<file path="src/rtl/subtractor_32bit_seq.sv">
// Chunked subtractor diff = num1 - num2 - B_in, CHUNK bits per cycle; ovf port only with SUB_OVERFLOW_EN.
// Latency: out_valid rises WIDTH/CHUNK clocks after the accept edge; one operation in flight.
// Backpressure: result held in DONE until out_ready; in_ready low until then.
module subtractor_32bit_seq #(
  parameter int WIDTH = 32,
  parameter int CHUNK = 8
) (
  input  logic             clk,
  input  logic             rst,
  input  logic             in_valid,
  output logic             in_ready,
  input  logic [WIDTH-1:0] num1,
  input  logic [WIDTH-1:0] num2,
  input  logic             B_in,
  output logic             out_valid,
  input  logic             out_ready,
  output logic [WIDTH-1:0] diff,
`ifdef SUB_OVERFLOW_EN
  output logic             B_out,
  output logic             ovf
`else
  output logic             B_out
`endif
);

  localparam int NCHUNK = WIDTH / CHUNK;
  localparam int IW     = (NCHUNK > 1) ? $clog2(NCHUNK) : 1;

  if (WIDTH % CHUNK != 0) begin : g_bad_chunk
    $error("subtractor_32bit_seq: WIDTH must be a multiple of CHUNK");
  end

  typedef enum logic [1:0] {IDLE, BUSY, DONE} state_t;

  state_t            state_q, state_d;
  logic [WIDTH-1:0]  a_q, a_d;
  logic [WIDTH-1:0]  b_q, b_d;
  logic [WIDTH-1:0]  diff_q, diff_d;
  logic              borrow_q, borrow_d;
  logic              bout_q, bout_d;
  logic [IW-1:0]     idx_q, idx_d;
`ifdef SUB_OVERFLOW_EN
  logic              ovf_q, ovf_d;
`endif

  logic [CHUNK-1:0]  a_sl, b_sl;
  logic [CHUNK:0]    sub;

  assign in_ready  = (state_q == IDLE) && !rst;
  assign out_valid = (state_q == DONE);
  assign diff      = diff_q;
  assign B_out     = bout_q;
`ifdef SUB_OVERFLOW_EN
  assign ovf       = ovf_q;
`endif

  always_comb begin
    state_d  = state_q;
    a_d      = a_q;
    b_d      = b_q;
    diff_d   = diff_q;
    borrow_d = borrow_q;
    bout_d   = bout_q;
    idx_d    = idx_q;
`ifdef SUB_OVERFLOW_EN
    ovf_d    = ovf_q;
`endif
    a_sl = a_q[int'(idx_q)*CHUNK +: CHUNK];
    b_sl = b_q[int'(idx_q)*CHUNK +: CHUNK];
    // The extra top bit of the CHUNK+1 wide difference is the borrow out of the slice.
    sub  = {1'b0, a_sl} - {1'b0, b_sl} - {{CHUNK{1'b0}}, borrow_q};

    case (state_q)
      IDLE: begin
        if (in_valid && in_ready) begin
          a_d      = num1;
          b_d      = num2;
          borrow_d = B_in;
          idx_d    = '0;
          state_d  = BUSY;
        end
      end
      BUSY: begin
        diff_d[int'(idx_q)*CHUNK +: CHUNK] = sub[CHUNK-1:0];
        borrow_d = sub[CHUNK];
        if (idx_q == IW'(NCHUNK - 1)) begin
          bout_d  = sub[CHUNK];
`ifdef SUB_OVERFLOW_EN
          // Operand signs differ and the result sign differs from the minuend.
          ovf_d   = (a_sl[CHUNK-1] ^ b_sl[CHUNK-1]) & (a_sl[CHUNK-1] ^ sub[CHUNK-1]);
`endif
          idx_d   = '0;
          state_d = DONE;
        end else begin
          idx_d = idx_q + 1'b1;
        end
      end
      DONE: begin
        if (out_ready) state_d = IDLE;
      end
      default: state_d = IDLE;
    endcase
  end

  always_ff @(posedge clk) begin
    if (rst) begin
      state_q  <= IDLE;
      a_q      <= '0;
      b_q      <= '0;
      diff_q   <= '0;
      borrow_q <= 1'b0;
      bout_q   <= 1'b0;
      idx_q    <= '0;
`ifdef SUB_OVERFLOW_EN
      ovf_q    <= 1'b0;
`endif
    end else begin
      state_q  <= state_d;
      a_q      <= a_d;
      b_q      <= b_d;
      diff_q   <= diff_d;
      borrow_q <= borrow_d;
      bout_q   <= bout_d;
      idx_q    <= idx_d;
`ifdef SUB_OVERFLOW_EN
      ovf_q    <= ovf_d;
`endif
    end
  end

endmodule

</file>
<file path="config.mk">
export PLATFORM = sky130hd
export DESIGN_NAME = subtractor_32bit_seq
export DESIGN_NICKNAME = d
export VERILOG_FILES = /design/src/rtl/subtractor_32bit_seq.sv
export SDC_FILE = /design/constraint.sdc
export NUM_CORES = 1
export LEC_CHECK = 0
export CAP_MARGIN = 20
export CORE_ASPECT_RATIO = 0.7
export CORE_MARGIN = 2
export CORE_UTILIZATION = 50
export CTS_BUF_LIST = sky130_fd_sc_hd__clkbuf_4
export CTS_CLUSTER_DIAMETER = 100
export DETAILED_ROUTE_END_ITERATION = 16
export HOLD_SLACK_MARGIN = 0.05
export PLACE_DENSITY_LB_ADDON = 0.05
export SYNTH_ARGS = -nofsm -noshare
export SYNTH_HDL_FRONTEND = slang
export SYNTH_SLANG_ARGS = --single-unit
export TNS_END_PERCENT = 10
</file>
<file path="constraint.sdc">
create_clock -name clk -period 4.45 [get_ports clk]
set_clock_uncertainty 0.1 [all_clocks]
set_input_delay 0.89 -clock clk [delete_from_list [all_inputs] [get_ports clk]]
set_output_delay 0.89 -clock clk [all_outputs]
set_load 0.005 [all_outputs]
</file>
Word level (Yosys, flattened, before mapping)
Index checks and enable logic that the tools add are counted. Widths: inputs -> output; s select.

Add/subtract/negate cells: 4. Equal/unequal tests: 6. Shift operators: 4. Multiplexer cells: 10. Reduce and logical (&&, ||, !) cells: 9.

Operator list (number): $shiftx 32x6->8 (2); $neg 5->33 (1); $shift 8x33->32 const A (1); $shiftx 8x33->32 (1); $bwmux 32 (1); $mux 2 (5); $sub 8x8->9 (1); $sub 9x1->9 (1); $pmux 2 s3 (1); $reduce_and 2->1 (3); $eq 2x2->1 const B (2); $ne 2x1->1 const B (2); $pmux 2 s2 (1); $reduce_and 3->1 (1); $add 2x1->2 const B (1); $eq 2x1->1 const B (1); $logic_and 1x1->1 (2); $logic_not 2->1 (1); $ne 2x2->1 const B (1); $pmux 1 s2 (1); $reduce_bool 2->1 (1); $logic_not 1->1 (1); $mux 1 (1).

Register bits: 102. Input port bits: 69. Output and inout bits: 35. Word-level logic and storage cells: 40.

Logic depth before layout (Yosys ltp)
Gate-level depths: netlist of run 1.

Word-level depth: 5. Mapped depth: 12. Gate-level depth less buffers: 10.

Worst setup path before layout of run 1
No wires, ideal clock.

Kind: reg2reg. Start: reg idx_q[0]. End: reg bout_q, in the netlist B_out. Setup time: 0.091 ns. Data arrival time: 3.050 ns. Required time: 4.259 ns. Path slack: 1.209 ns. Stages on the path, launching flop included: 12. Buffers on the path: 2. Clock period less this slack: 3.241 ns. Cells stage by stage: dfxtp_1 -> buf_4 -> buf_4 -> mux4_2 -> ha_1 -> inv_1 -> ha_1 -> or3_4 -> o22ai_2 -> o21ai_2 -> xor2_1 -> a311oi_1.

Word-level cells in the longest chain between the ends: 3. Elaborated cells on any way between the ends: 6. Classes of those cells: add/sub: 2; eq/ne: 1; shift: 2; reduce/logical: 1.

Ends and longest elaborated chain: start, declared (line 41) `logic [IW-1:0] idx_q, idx_d;`; start signal, assigned (line 124) `idx_q <= idx_d;`; $shiftx 32x6->8, on equally long branches (line 68, 69); $sub 8x8->9 (line 71) `sub = {1'b0, a_sl} - {1'b0, b_sl} - {{CHUNK{1'b0}}, borrow_q};`; $sub 9x1->9 (line 71); end signal, assigned (line 123) `bout_q <= bout_d;`; end, declared (line 40) `logic bout_q, bout_d;`.

Several ways; a longest one is shown, not always the timed one. A chain may end at the register's enable or synchronous reset.

Final worst setup path of run 1
Start: reg idx_q[0]. End: reg diff_q[22], in the netlist diff[22].

Word-level cells in the longest chain between the ends: 5. Elaborated cells on any way between the ends: 8. Classes of those cells: add/sub: 3; shift: 4; mux: 1.

Ends and longest elaborated chain: $shiftx 32x6->8, on equally long branches (line 68, 69); $sub 8x8->9 (line 71); $sub 9x1->9 (line 71); $shiftx 8x33->32 (line 84) `diff_d[int'(idx_q)*CHUNK +: CHUNK] = sub[CHUNK-1:0];`; $bwmux 32 * (line 84); end signal, assigned (line 121) `diff_q <= diff_d;`; end, declared (line 38) `logic [WIDTH-1:0] diff_q, diff_d;`.

Mark *: on every way between the ends. The rest lies on a longest branch, timed or not.

==> impl_metrics.csv, run 1 <==
group,metric,value,unit
floorplanning,rows,29,
timing,final_hold_viol_count,0,
setup_path,critPathArrivalTime,3910,ps
floorplanning,die-width,119,um
clock_network,clock-sinks,102,
clock_network,cts_setup_buffers,0,
status,status,"completed",
logic_synthesis,mappedNetlistNets,622,
layout,non_filler_cell_area_final,0.00582,mm^2
clock_network,tritoncts_clock_tree,"yes",
clock_network,cts_root_buf,"clkbuf_4",
global_routing,globalRoute.totalOverflow,0,
timing,maxSlewViolCount,0,
timing,fmaxAchievable,0.278,GHz
layout,fill_cells,816,
logic_synthesis,synth.most_common_cell,"nand2_1",
logic_synthesis,post-synth-top-area-fraction,44.4,%
layout,area_growth,26.4,%
logic_synthesis,async_flop_share,0,%
setup_path,cp-start-kind,"flip-flop",
placed_design,dpl.cell_count,731,
global_routing,global_route_wire_length_before_repair,18.7,mm
layout,post_layout_nonfiller_instances,747,
clock_network,clock_tree.buffer_depth,2,
timing,final_min_period_over_clock_period,80.9,%
drt,wl,11.7,mm
logic_synthesis,synth.yosys.seq_area_share,44.4,%
setup_path,library_cell_contributing_the_largest_single_delay_on_the_critical_path,"dfxtp_2",
logic_synthesis,postSynth.topFlopCell,"dfxtp_1",
power,peakVddDrop,0.000214,V
timing,rsz0062_at_grt,"false",
clock_network,clk_latency,480,ps
logic_synthesis,syn-cell-area,0.00460,mm^2
setup_path,slowest_delay,890,ps
floorplanning,die_area,0.0100,mm^2
logic_synthesis,synth.yosys.warnings,0,
clock_network,cts_resized,0,
power,p_per_area,344,mW/mm^2
global_routing,grt.total_usage,23.8,%
logic_synthesis,most_frequent_cells_after_synthesis,"nand2_1 (143), dfxtp_1 (102), o21ai_0 (67)",
logic_synthesis,synth_seq_cells,102,
floorplanning,die_h,84.3,um
global_routing,number_of_antenna_violations_at_the_first_check_in_global_routing,0,
drt,route.antenna.remaining_nets,0,
layout,fin_nets,707,
setup_path,required,4760,ps
power,power,2.00,mW
drt,drt_iter0_drc,328,
setup_path,path_max_fanout,25,
layout,finish.utilization,64.7,%
logic_synthesis,post_synth_edffs,0,
job,drv_cap,0,
logic_synthesis,syn_area_per_cell,8.64,um^2
drt,post_drt_wl_per_cell,15.7,um
logic_synthesis,synthTopCellsByArea,"dfxtp_1 (44%), nand2_1 (12%), mux4_2 (7.3%), o21ai_0 (7.3%), ha_1 (4.9%)",
worst_hold_path,hold_path_class,"flip-flop to flip-flop",
floorplanning,io_pins,104,
placed_design,hpwlAfterDp,8.48,mm
drt,via_count,4003,
layout,fraction_of_layout_cells_with_a_size_suffix_above_1,7.22,%
placed_design,placed_area,0.00567,mm^2
drt,detailedRoute.firstPassIterationCount,5,
power,total_leakage_power,2.12,nW
drt,drc,0,
floorplanning,starting_density_of_the_core,51.2,%
placed_design,port_buffers,103,
clock_network,clock_tree.htree_level_count,3,
timing,final-setup-viol-count,0,
drt,viasPerCell,5.36,
global_routing,first_global_vias,3745,
setup_path,timing.setup.critical_path_class,"flip-flop to flip-flop",
placed_design,globalplace.congestion,0.848,
floorplanning,fp.coreArea,0.00900,mm^2
clock_network,total_cts_buffers,9,
global_routing,grt_start_max_net_pins,61,
clock_network,cts_hold_repair.buffers,0,
timing,tightest_pin_transition,1040,ps
timing,finalCriticalPeriod,3600,ps
timing,setup-tns-final,0,ps
layout,n_antenna_cell,0,
clock_network,cts.reportedPaths.clkPinSlew,150,ps
logic_synthesis,synthDominantAreaCellType,"dfxtp_1",
setup_path,setup.worst_path.end_class,"flip-flop",
timing,max_slew_margin,30.6,%
logic_synthesis,syn-instance-count,533,
setup_path,worst_path_cell_trace,"mux4_2, inv_1, fa_1, inv_1, fa_1, a21boi_0, o22ai_2, xnor2_1, a22oi_1, nor2_1",
logic_synthesis,count_of_different_cell_masters_after_synthesis,45,
## through the flow
stage	setup WS [ps]	hold slack (ps)
after floorplan	1210	333
after global placement	902	341
after detailed placement	870	351
after CTS	799	370
after global routing	466	388
final	849	366
## routing by layer
layer	share of wire [%]	track usage, %	routed length, um	vias up
met5	0	0	0	-
met4	1.3	6.49	151	0
met3	5.5	5.91	641	15
met2	42	34.8	4950	101
met1	51	35.0	5990	1904
li1	-	-	-	1983
## final cells by class
| class | count | area (um^2) | area share [%] |
|---|---|---|---|
| Clock inverter | 6 | 70.1 | 1.20 |
| Clock buffer | 10 | 75.1 | 1.29 |
| Multi-Input combinational cell | 370 | 2310 | 39.7 |
| Timing Repair Buffer | 107 | 1060 | 18.2 |
| Sequential cell | 102 | 2040 | 35.1 |
| Inverter | 28 | 105 | 1.81 |
| Tap cell | 124 | 155 | 2.67 |
## critical path, delay by kind of cell (launching register included)
kind                     cells  cell delay (ps)
flip-flops                   1              890
XOR/XNOR                     1              410
buffers and inverters        2              150
adder cells (fa/ha/maj)      2              630
AND/OR/NAND/NOR              1              110
multiplexers                 1              590
AO/OA/AOI/OAI                3              640
## worst paths after layout
| path | start | to | slack (ps) | cells after the start |
|---|---|---|---|---|
| worst min register to register | diff[7]$_SDFFE_PP0P_ | diff[7]$_SDFFE_PP0P_ | 370 | 2 |
| worst max-delay path | idx_q[0]$_SDFFE_PP0P_ | diff[22]$_SDFFE_PP0P_ | 850 | 10 |
| worst min-delay path | diff[7]$_SDFFE_PP0P_ | diff[7]$_SDFFE_PP0P_ | 370 | 2 |
| worst max register to register | idx_q[0]$_SDFFE_PP0P_ | diff[22]$_SDFFE_PP0P_ | 850 | 10 |
## power breakdown
part | switching (mW) | internal [mW]
Sequential | 0.0390 | 0.965
Combinational | 0.274 | 0.223
Clock | 0.318 | 0.180
Total | 0.631 | 1.37
## layout by cell type, fill, tap and decap left out, types with 3 or more instances in the layout
cell type          n
clkbuf_4          10
nand3b_1           3
a211oi_1           3
nand3_1            4
dfxtp_1          101
a21oi_1           12
inv_1             27
mux2i_1            5
nor3_1             9
buf_4              4
nor2_1            29
mux4_2            15
o21ai_0           67
clkinvlp_4         3
nand2b_1           3
xnor2_1            3
ha_1              18
nand2_1          143
clkdlybuf4s50_1  103
a22oi_1           24
## sequential cells by signal (all words and copies together), names as in the netlist
| signal | cells |
|---|---|
| borrow_q | 1 |
| a_q | 32 |
| diff | 32 |
| b_q | 32 |
| idx_q | 2 |
| state_q | 2 |
| B_out | 1 |
## cells by family (layout without fill, tap and decap cells)
kind of cell / Yosys count / after routing / synth area share (%)
AOI/OAI and AO/OA: 122 / 122 / 16.1
muxes: 20 / 20 / 8.43
DFF: 102 / 102 / 44.4
buffers and inverters: 61 / 151 / 5.54
adders and majority gates: 20 / 20 / 5.76
and+or+nand+nor: 203 / 203 / 18.9
xor gates and xnor gates: 5 / 5 / 0.952
Note: power is estimated with default switching activity, not from simulation.
==> run 2, diff against run 1 <==
--- a/config.mk
+++ b/config.mk
@@ -8,7 +8,7 @@
 export CAP_MARGIN = 20
 export CORE_ASPECT_RATIO = 0.7
 export CORE_MARGIN = 2
-export CORE_UTILIZATION = 50
+export CORE_UTILIZATION = 47
 export CTS_BUF_LIST = sky130_fd_sc_hd__clkbuf_4
 export CTS_CLUSTER_DIAMETER = 100
 export DETAILED_ROUTE_END_ITERATION = 16
==> constraint.sdc (replaced) <==
create_clock -name clk -period 3.03 [get_ports clk]
set_clock_uncertainty 0.1 [all_clocks]
set_input_delay 0.606 -clock clk [delete_from_list [all_inputs] [get_ports clk]]
set_output_delay 0.606 -clock clk [all_outputs]
set_load 0.005 [all_outputs]
==> impl_metrics.csv, run 2 (synthesis results as in run 1) <==
group,metric,value,unit
clock_network,clock_tree.buffer_depth,2,
power,power,3.05,mW
drt,detailedRoute.firstPassIterationCount,5,
global_routing,globalRoute.totalOverflow,0,
setup_path,library_cell_contributing_the_largest_single_delay_on_the_critical_path,"mux4_2",
clock_network,cts.reportedPaths.clkPinSlew,150,ps
global_routing,first_global_vias,3819,
drt,route.antenna.remaining_nets,0,
layout,fin_nets,723,
setup_path,critical_path.n_buffers_inverters,2,
layout,n_antenna_cell,0,
drt,post_drt_wl_per_cell,15.4,um
placed_design,globalplace.congestion,0.890,
timing,setup-tns-final,0,ps
setup_path,timing.setup.critical_path_class,"flip-flop to flip-flop",
layout,post_layout_nonfiller_instances,767,
setup_path,required,3330,ps
global_routing,grt.total_usage,23.9,%
clock_network,clock-sinks,102,
worst_hold_path,hold_path_class,"flip-flop to flip-flop",
drt,drt_iter0_drc,408,
timing,rsz0062_at_grt,"true",
placed_design,placed_area,0.00580,mm^2
power,total_leakage_power,2.23,nW
clock_network,total_cts_buffers,9,
placed_design,hpwlAfterDp,8.73,mm
global_routing,number_of_antenna_violations_at_the_first_check_in_global_routing,0,
layout,fraction_of_layout_cells_with_a_size_suffix_above_1,10.6,%
floorplanning,fp.coreArea,0.00961,mm^2
setup_path,path_max_fanout,5,
drt,drc,0,
setup_path,cp-start-kind,"flip-flop",
clock_network,cts_root_buf,"clkbuf_4",
floorplanning,die_area,0.0106,mm^2
power,peakVddDrop,0.000211,V
layout,finish.utilization,62.8,%
drt,wl,11.8,mm
drt,via_count,4049,
timing,final-setup-viol-count,0,
status,status,"completed",
layout,non_filler_cell_area_final,0.00604,mm^2
setup_path,critPathArrivalTime,3320,ps
clock_network,clk_latency,470,ps
layout,fill_cells,866,
layout,final-seq-area,0.00205,mm^2
global_routing,grt_start_max_net_pins,65,
placed_design,port_buffers,103,
job,drv_cap,0,
setup_path,worst_path_cell_trace,"buf_12, mux4_2, ha_1, inv_1, ha_1, a21boi_1, nor2_1, xnor2_1, a22oi_1, nor2_1",
layout,area_growth,31.1,%
power,p_per_area,505,mW/mm^2
setup_path,slowest_delay,530,ps
timing,setup_slack,7.85,ps
clock_network,tritoncts_clock_tree,"yes",
timing,tightest_pin_transition,649,ps
timing,finalCriticalPeriod,3020,ps
timing,fmaxAchievable,0.331,GHz
drt,viasPerCell,5.28,
timing,final_hold_viol_count,0,
timing,hold_slack,367,ps
timing,maxSlewViolCount,0,
placed_design,placement.setup.worst_slack,-171,ps
clock_network,clock_tree.htree_level_count,3,
layout,layout_commonest_cell,"nand2_1",
floorplanning,die_h,86.8,um
placed_design,dpl.cell_count,747,
global_routing,global_route_wire_length_before_repair,19.3,mm
timing,max_slew_margin,56.4,%
layout,mostFrequentLayoutCells,"nand2_1 (143), clkdlybuf4s50_1 (103), dfxtp_1 (101), o21ai_0 (65), nor2_1 (29)",
floorplanning,starting_density_of_the_core,47.9,%
floorplanning,io_pins,104,
timing,final_min_period_over_clock_period,99.7,%
setup_path,critical-path-top-delay-family,"adder cells",
layout,multiInputGateArea,0.00236,mm^2
floorplanning,die-width,122,um
floorplanning,rows,30,
setup_path,setup.worst_path.end_class,"flip-flop",
[run 2: metal layers]
metal | part of all wire (%) | track usage (%) | vias up
li1 | - | - | 2013
met1 | 49 | 35.9 | 1885
met2 | 42 | 34.2 | 134
met3 | 7.0 | 5.53 | 17
met4 | 1.6 | 7.00 | 0
met5 | 0 | 0 | -
[run 2: worst paths after layout]
path                      endpoint  cells after the start  slack (ps)                  start
max          diff[12]$_SDFFE_PP0P_                     10           8  idx_q[0]$_SDFFE_PP0P_
min            b_q[4]$_SDFFE_PP0P_                      2         370    b_q[4]$_SDFFE_PP0P_
max reg2reg  diff[12]$_SDFFE_PP0P_                     10           8  idx_q[0]$_SDFFE_PP0P_
min reg2reg    b_q[4]$_SDFFE_PP0P_                      2         370    b_q[4]$_SDFFE_PP0P_
[run 2: report_power, final]
| part | internal, mW | switching (mW) | leakage (nW) | total, mW |
|---|---|---|---|---|
| clock network | 0.265 | 0.433 | 0.0743 | 0.698 |
| registers | 1.42 | 0.0436 | 0.835 | 1.46 |
| logic | 0.413 | 0.475 | 1.32 | 0.889 |
[run 2: cell type report]
cell class	instances	area share (%)
clock buffer	11	1.37
clock inverter	5	0.850
inverter	28	1.74
multi-input combinational	370	39.1
sequential	102	33.9
tap	128	2.65
timing repair buffer	123	20.4
[run 2: worst min-delay path, cell delays in order (launching register included)]
cell and delay, ps:
dfxtp_1 340, nand2_1 50, o21ai_0 60
[run 2: what timing repair did]
action	4_1_cts	5_1_grt
hold buffers	0	0
setup endpoints to repair	13	20
endpoints found under the hold margin	0	0
gates resized for setup	3	10
setup buffers	3	1
pin swaps	0	4
cloned	0	0
